File: config.mk
export PLATFORM = sky130hd
export DESIGN_NAME = matrix_core_sequencer_flat
export DESIGN_NICKNAME = d
export VERILOG_FILES = /design/src/rtl/matrix_core_sequencer_if.sv /design/src/rtl/matrix_core_sequencer.sv /design/src/flat_wrapper.sv
export SDC_FILE = /design/constraint.sdc
export NUM_CORES = 1
export LEC_CHECK = 0
export CAP_MARGIN = 40
export CORE_MARGIN = 2
export CORE_UTILIZATION = 35
export CTS_CLUSTER_DIAMETER = 80
export DETAILED_ROUTE_END_ITERATION = 12
export GPL_ROUTABILITY_DRIVEN = 1
export REMOVE_ABC_BUFFERS = 1
export SETUP_SLACK_MARGIN = 0.02
export SYNTH_ARGS = -nofsm -noshare
export SYNTH_HDL_FRONTEND = slang
export SYNTH_SLANG_ARGS = --single-unit
File: constraint.sdc
create_clock -name clk -period 3.7 [get_ports clk]
set_input_delay 0.74 -clock clk [delete_from_list [all_inputs] [get_ports clk]]
set_output_delay 0.74 -clock clk [all_outputs]
set_load 0.01 [all_outputs]
File: src/rtl/matrix_core_sequencer_if.sv
// matrix_core_sequencer_if
//   Bundles the host-side buffer/control port and the MAC-core port of the
//   matrix core sequencer.
//   slave  : the sequencer (receives writes/start and mac_acc, drives status and MAC operands)
//   master : the environment (host + MAC core)
//   Host side : wr_en, wr_sel, wr_addr, wr_data, len, start -> ; <- busy, done, result
//   MAC side  : <- mac_a, mac_b, mac_m_rst ; mac_acc ->
interface matrix_core_sequencer_if #(
   parameter int unsigned W  = 32,
   parameter int unsigned AW = 3
);
   logic          wr_en;
   logic          wr_sel;
   logic [AW-1:0] wr_addr;
   logic [W-1:0]  wr_data;
   logic [AW:0]   len;
   logic          start;
   logic          busy;
   logic          done;
   logic [W-1:0]  result;
   logic [W-1:0]  mac_a;
   logic [W-1:0]  mac_b;
   logic          mac_m_rst;
   logic [W-1:0]  mac_acc;

   modport slave (
      input  wr_en, wr_sel, wr_addr, wr_data, len, start, mac_acc,
      output busy, done, result, mac_a, mac_b, mac_m_rst
   );

   modport master (
      output wr_en, wr_sel, wr_addr, wr_data, len, start, mac_acc,
      input  busy, done, result, mac_a, mac_b, mac_m_rst
   );
endinterface

File: src/rtl/matrix_core_sequencer.sv
// matrix_core_sequencer
//   Holds one A-row and one B-column, streams operand pairs into a free-running
//   MAC core on start, waits for its pipeline to drain and captures the dot product.
//   clk  : single rising-edge clock
//   rst  : synchronous active-high reset (clears FSM, buffers, outputs)
//   bus  : matrix_core_sequencer_if.slave
//          host : wr_en/wr_sel/wr_addr/wr_data buffer writes (IDLE only),
//                 len/start sequence request, busy/done/result status
//          MAC  : mac_a/mac_b operands and mac_m_rst restart (all registered),
//                 mac_acc accumulator input
module matrix_core_sequencer #(
   parameter int unsigned W     = 32,
   parameter int unsigned N_MAX = 8,
   parameter int unsigned AW    = 3
) (
   input logic                    clk,
   input logic                    rst,
   matrix_core_sequencer_if.slave bus
);

   localparam logic [AW:0]   LenMax = (AW + 1)'(N_MAX);
   localparam logic [AW:0]   LenOne = (AW + 1)'(1);
   localparam logic [AW-1:0] IdxOne = AW'(1);

   typedef enum logic [1:0] {
      StIdle,
      StIssue,
      StDrain,
      StCapture
   } state_e;

   state_e        state_q, state_d;
   logic [AW-1:0] idx_q, idx_d;
   logic [AW:0]   len_q, len_d;
   logic          drain_cnt_q, drain_cnt_d;
   logic [W-1:0]  a_buf_q [N_MAX];
   logic [W-1:0]  a_buf_d [N_MAX];
   logic [W-1:0]  b_buf_q [N_MAX];
   logic [W-1:0]  b_buf_d [N_MAX];
   logic [W-1:0]  mac_a_q, mac_a_d;
   logic [W-1:0]  mac_b_q, mac_b_d;
   logic          mac_m_rst_q, mac_m_rst_d;
   logic [W-1:0]  result_q, result_d;

   logic start_ok;
   logic last_elem;

   assign start_ok  = bus.start && (bus.len >= LenOne) && (bus.len <= LenMax);
   assign last_elem = ({1'b0, idx_q} == (len_q - LenOne));

   // Next-state and control
   always_comb begin
      state_d     = state_q;
      idx_d       = idx_q;
      len_d       = len_q;
      drain_cnt_d = drain_cnt_q;

      unique case (state_q)
         StIdle: begin
            if (start_ok) begin
               state_d = StIssue;
               idx_d   = '0;
               len_d   = bus.len;
            end
         end
         StIssue: begin
            if (last_elem) begin
               state_d     = StDrain;
               drain_cnt_d = 1'b0;
            end else begin
               idx_d = idx_q + IdxOne;
            end
         end
         StDrain: begin
            if (drain_cnt_q) begin
               state_d     = StCapture;
               drain_cnt_d = 1'b0;
            end else begin
               drain_cnt_d = 1'b1;
            end
         end
         StCapture: begin
            state_d = StIdle;
         end
         default: begin
            state_d = StIdle;
         end
      endcase
   end

   // Buffer writes are only honoured while idle. A write coinciding with an
   // accepted start lands in the buffer, but element 0 is launched from the
   // pre-write contents because the operand registers read the _q copy.
   always_comb begin
      a_buf_d = a_buf_q;
      b_buf_d = b_buf_q;
      if ((state_q == StIdle) && bus.wr_en) begin
         if (bus.wr_sel) begin
            b_buf_d[bus.wr_addr] = bus.wr_data;
         end else begin
            a_buf_d[bus.wr_addr] = bus.wr_data;
         end
      end
   end

   // Operands are registered one stage ahead of the state so element k appears
   // on mac_a/mac_b in the k-th ISSUE cycle; zero everywhere else keeps mac_acc frozen.
   always_comb begin
      mac_a_d = '0;
      mac_b_d = '0;
      if (state_d == StIssue) begin
         mac_a_d = a_buf_q[idx_d];
         mac_b_d = b_buf_q[idx_d];
      end
   end

   // Restart lands in the cycle the MAC presents its registered product of element 0.
   always_comb begin
      mac_m_rst_d = (state_q == StIssue) && (idx_q == '0);
   end

   // Sample mac_acc in the last drain cycle so result is valid alongside done.
   always_comb begin
      result_d = result_q;
      if ((state_q == StDrain) && drain_cnt_q) begin
         result_d = bus.mac_acc;
      end
   end

   always_ff @(posedge clk) begin
      if (rst) begin
         state_q     <= StIdle;
         idx_q       <= '0;
         len_q       <= '0;
         drain_cnt_q <= 1'b0;
         a_buf_q     <= '{default: '0};
         b_buf_q     <= '{default: '0};
         mac_a_q     <= '0;
         mac_b_q     <= '0;
         mac_m_rst_q <= 1'b0;
         result_q    <= '0;
      end else begin
         state_q     <= state_d;
         idx_q       <= idx_d;
         len_q       <= len_d;
         drain_cnt_q <= drain_cnt_d;
         a_buf_q     <= a_buf_d;
         b_buf_q     <= b_buf_d;
         mac_a_q     <= mac_a_d;
         mac_b_q     <= mac_b_d;
         mac_m_rst_q <= mac_m_rst_d;
         result_q    <= result_d;
      end
   end

   assign bus.busy      = (state_q != StIdle);
   assign bus.done      = (state_q == StCapture);
   assign bus.result    = result_q;
   assign bus.mac_a     = mac_a_q;
   assign bus.mac_b     = mac_b_q;
   assign bus.mac_m_rst = mac_m_rst_q;

endmodule

File: src/flat_wrapper.sv
// flat-port wrapper written by rule: the top's interface ports become plain ports
module matrix_core_sequencer_flat 
#(
   parameter int unsigned W     = 32,
   parameter int unsigned N_MAX = 8,
   parameter int unsigned AW    = 3
)
  (clk, rst, bus_wr_en, bus_wr_sel, bus_wr_addr, bus_wr_data, bus_len, bus_start, bus_mac_acc, bus_busy, bus_done, bus_result, bus_mac_a, bus_mac_b, bus_mac_m_rst);
  matrix_core_sequencer_if #(.W(W), .AW(AW)) bus_i ();
  input logic clk;
  input logic rst;
  input wire logic [$bits(bus_i.wr_en)-1:0] bus_wr_en;
  input wire logic [$bits(bus_i.wr_sel)-1:0] bus_wr_sel;
  input wire logic [$bits(bus_i.wr_addr)-1:0] bus_wr_addr;
  input wire logic [$bits(bus_i.wr_data)-1:0] bus_wr_data;
  input wire logic [$bits(bus_i.len)-1:0] bus_len;
  input wire logic [$bits(bus_i.start)-1:0] bus_start;
  input wire logic [$bits(bus_i.mac_acc)-1:0] bus_mac_acc;
  output wire logic [$bits(bus_i.busy)-1:0] bus_busy;
  output wire logic [$bits(bus_i.done)-1:0] bus_done;
  output wire logic [$bits(bus_i.result)-1:0] bus_result;
  output wire logic [$bits(bus_i.mac_a)-1:0] bus_mac_a;
  output wire logic [$bits(bus_i.mac_b)-1:0] bus_mac_b;
  output wire logic [$bits(bus_i.mac_m_rst)-1:0] bus_mac_m_rst;
  assign bus_i.wr_en = bus_wr_en;
  assign bus_i.wr_sel = bus_wr_sel;
  assign bus_i.wr_addr = bus_wr_addr;
  assign bus_i.wr_data = bus_wr_data;
  assign bus_i.len = bus_len;
  assign bus_i.start = bus_start;
  assign bus_i.mac_acc = bus_mac_acc;
  assign bus_busy = bus_i.busy;
  assign bus_done = bus_i.done;
  assign bus_result = bus_i.result;
  assign bus_mac_a = bus_i.mac_a;
  assign bus_mac_b = bus_i.mac_b;
  assign bus_mac_m_rst = bus_i.mac_m_rst;
  matrix_core_sequencer #(.W(W), .N_MAX(N_MAX), .AW(AW)) u_core (.clk(clk), .rst(rst), .bus(bus_i));
endmodule
==> summary.md <==
| Metric | Value |
|---|---|
| Syn Inst Count | 3630 |
| Crit path depth | 11 |
| Area of the multi-input gates | 0.01575 mm² |
| Post-synth cell types | 54 |
| Synthesized area per cell | 8.123 µm² |
| Yosys top cell area share | 0.4202 |
| Routed WL | 100.1 mm |
| Final Setup Violations | 0 |
| Worst-Margin Slew | 874.5 ps |
| Number of global-route vias before repair | 24680 |
| RSZ-0062 raised after global routing | false |
| Register Area | 0.01240 mm² |
| Core area | 0.08356 mm² |
| Crit path buf inv count | 3 |
| Initial antenna violation count | 1 |
| CTS tree | done |
| CP max stage cell | dfxtp_1 |
| Fin crit share | 0.8696 |
| Worst Reg2Reg Path Length in Cells | 11 |
| PwrDens | 511.9 mW/mm² |
| Clock transition at path regs | 60 ps |
| Final ANT Viol Nets | 0 |
| Final Net Count | 3670 |
| Worst r2r dst | u_core.bus.mac_a[3] |
| Met2 Use GR | 0.3715 |
| Clk sinks | 619 |
| Largest net degree at the start of global routing | 165 |
| Top delay family on crit path | compound AO/OA/AOI/OAI gates |
| Crit path launch | u_core.len_q[0] |
| Total number of vias | 26370 |
| Rel. slew slack | 0.4152 |
| Die ar. | 0.08659 mm² |
| Clock Skew | 17.19 ps |
| Fin. Hold Viols | 0 |
| Layout Cells excl Fill | 4727 |
| Post-CTS Setup Repair Bufs | 0 |
| DRT iter0 DRCs | 2670 |
| Global routing met3 resource utilization | 0.04223 |
| CTS Root Buffer Type | clkbuf_16 |
| Synth Cell Area | 0.02949 mm² |
| Post-CTS Hold Fix Bufs | 0 |
| Io pins | 175 |
| Top cells by area, synth | dfxtp_1, nand2_1, a21oi_1, mux4_2, mux2i_1 |
| Post_cts resized | 0 |
| Area added between synthesis and finish | 16.72% |
| Fmax | 310.8 MHz |
| Worst setup path end | u_core.bus.mac_a[3] |
| Gpl congestion | 0.7866 |
| Yosys top cell by area | dfxtp_1 |
| Global-route wire length before repair | 152.1 mm |
| Cells along the critical path | inv_1, ha_1, xor2_1, nand2_1, a31oi_1, a221oi_4, buf_4, a31oi_4, buf_12, o221ai_1, a21oi_1 |
| Met1 usage | 0.3022 |
| CTS buffer count | 69 |
| CTS HTree Levels | 3 |
| Crit-path max FO | 63 |
| Leak | 11.02 nW |
| Peak supply drop | 0.3322 mV |
| Ys async rst share | 0 |
| DRC | 0 |
| Port buffer count | 174 |
| Worst reg2reg setup slack | 480 ps |
| Dominant synthesized flop cell | dfxtp_1 |
| GR Overflow Total | 0 |
| GRT busiest layer | met2 |
| First drt pass iteration count | 5 |
| Rows | 106 |
| Worst Setup Path Type | reg -> reg |
| Die width | 294.3 µm |
| Final Critical Period | 3217 ps |
| Outcome | finished clean |
| FF-to-FF Start | u_core.len_q[0] |
| Max stage delay on crit path | 440 ps |
| Layout cell share with drive strength beyond 1 | 0.09984 |
| Final Hold Slack | 452.7 ps |
| Sequential area share after synthesis | 0.4202 |
| Drt via density | 5.578 |
| Critical Path Start Type | flop |
| Wirelength per Cell | 21.18 µm |
| Post-synth EDFFs | 0 |
| Warnings, synthesis | 0 |
| CP endpoint kind | flop |
| Fin. max-slew vios | 0 |
| FILL cells | 8268 |
| Total GRT Usage | 0.2260 |
| Hpwl dp | 53.09 mm |
| Clk_lat worst skew | 610 ps |
| Max Buffers Root-to-Sink | 3 |
| #FFs+latches synth | 619 |
| WP data required | 4230 ps |
| Critical path arrival | 3750 ps |
| Dpl cells | 4600 |
| Worst hold path class | reg -> reg |
| Initial Util | 0.3529 |
| Max capacitance violation total | 0 |
| Die Y | 294.3 µm |
==> synthesized netlist by cell type, types with 11 or more instances <==
| library cell | number |
|---|---|
| nand2_1 | 1351 |
| dfxtp_1 | 619 |
| a21oi_1 | 614 |
| clkbuf_1 | 323 |
| mux2i_1 | 183 |
| mux4_2 | 128 |
| o221ai_1 | 121 |
| o21ai_0 | 64 |
| o31ai_1 | 57 |
| buf_2 | 26 |
| nor2_1 | 21 |
| nor3_1 | 13 |
| nand3_1 | 11 |
==> metrics by stage <==
| step | power, mW | TNS [ps] | cell area [µm²] | worst slack, ps | util |
|---|---|---|---|---|---|
| after floorplan | 9.381 | -730930 | 28050 | -10700 | - |
| after global placement | 10.73 | 0 | 32030 | 626.1 | 0.3834 |
| after detailed placement | 10.79 | 0 | 32130 | 536.0 | 0.3846 |
| after CTS | 17.73 | 0 | 34420 | 505.0 | 0.4119 |
| after global routing | 18.23 | 0 | 34420 | 171.0 | 0.4119 |
| final | 17.62 | 0 | 34420 | 482.5 | 0.4119 |
==> kinds of logic after synthesis <==
family / after synthesis / share of synthesized area
multiplexers: 320 / 0.1633
buffers and inverters: 367 / 0.04935
flip-flops: 619 / 0.4202
adder cells (fa/ha/maj): 3 / 0.001273
XOR/XNOR: 5 / 0.001740
AND/OR/NAND/NOR: 1430 / 0.1871
AO/OA/AOI/OAI: 886 / 0.1769
==> per-layer routing <==
layer | part of all wire | vias to the layer above
li1 | - | 12440
met1 | 0.43 | 12730
met2 | 0.47 | 1050
met3 | 0.085 | 148
met4 | 0.020 | 2
met5 | 0.000070 | -
==> cell usage in the layout (no fill, tap or decap), types with 4 or more instances in the layout <==
cell                n
nand2_1          1351
dfxtp_1           617
a21oi_1           614
mux2i_1           183
clkdlybuf4s50_1   173
mux4_2            128
o221ai_1          121
clkbuf_16          71
o21ai_0            64
o31ai_1            57
buf_4              56
buf_12             18
clkbuf_8           17
clkbuf_1           17
nor2_2             12
nand3_1            10
clkinv_2           10
nor2_1              9
and2_1              9
mux2_2              9
nor3_1              7
inv_1               6
nor3_2              6
o22a_1              6
inv_6               5
a211oi_4            4
nand2b_1            4
nor2b_1             4
==> where the power goes <==
group          switching [mW]  internal [mW]
Sequential              0.202           6.87
Clock                    2.86           4.09
Combinational            2.24           1.36
==> how the worst min path moves through the flow <==
stage / from / to / cells past startpoint
floorplan: u_core.a_buf_q[165] / u_core.a_buf_q[165] / 2
global placement: u_core.a_buf_q[231] / u_core.a_buf_q[231] / 2
detailed placement: u_core.bus.result[10] / u_core.bus.result[10] / 2
CTS: u_core.a_buf_q[231] / u_core.a_buf_q[231] / 2
global route: u_core.bus.result[0] / u_core.bus.result[0] / 2
finish: u_core.a_buf_q[197] / u_core.a_buf_q[197] / 2
==> state kept, by name, summed over array words and instances, names as in the netlist <==
| signal | cells |
|---|---|
| u_core.bus.mac_m_rst | 1 |
| u_core.bus.mac_b | 32 |
| u_core.a_buf_q | 256 |
| u_core.bus.result | 32 |
| u_core.bus.mac_a | 32 |
| u_core.idx_q | 3 |
| u_core.len_q | 4 |
| u_core.state_q | 2 |
| u_core.b_buf_q | 256 |
| u_core.drain_cnt_q | 1 |
==> cell type report <==
type | count | area share
Antenna cell | 1 | 0.00007271
Multi-Input combinational cell | 2644 | 0.4577
Sequential cell | 619 | 0.3603
Tap cell | 1080 | 0.03926
Inverter | 6 | 0.0006544
Timing Repair Buffer | 251 | 0.07583
Clock buffer | 105 | 0.06027
Clock inverter | 21 | 0.005998
==> worst register-to-register path: stages (launching register included) <==
cell and delay [ps]:
dfxtp_1 440, inv_1 70, ha_1 330, xor2_1 200
nand2_1 290, a31oi_1 430, a221oi_4 140, buf_4 250
a31oi_4 200, buf_12 410, o221ai_1 210, a21oi_1 160
Note: power is estimated with default switching activity, not from simulation.
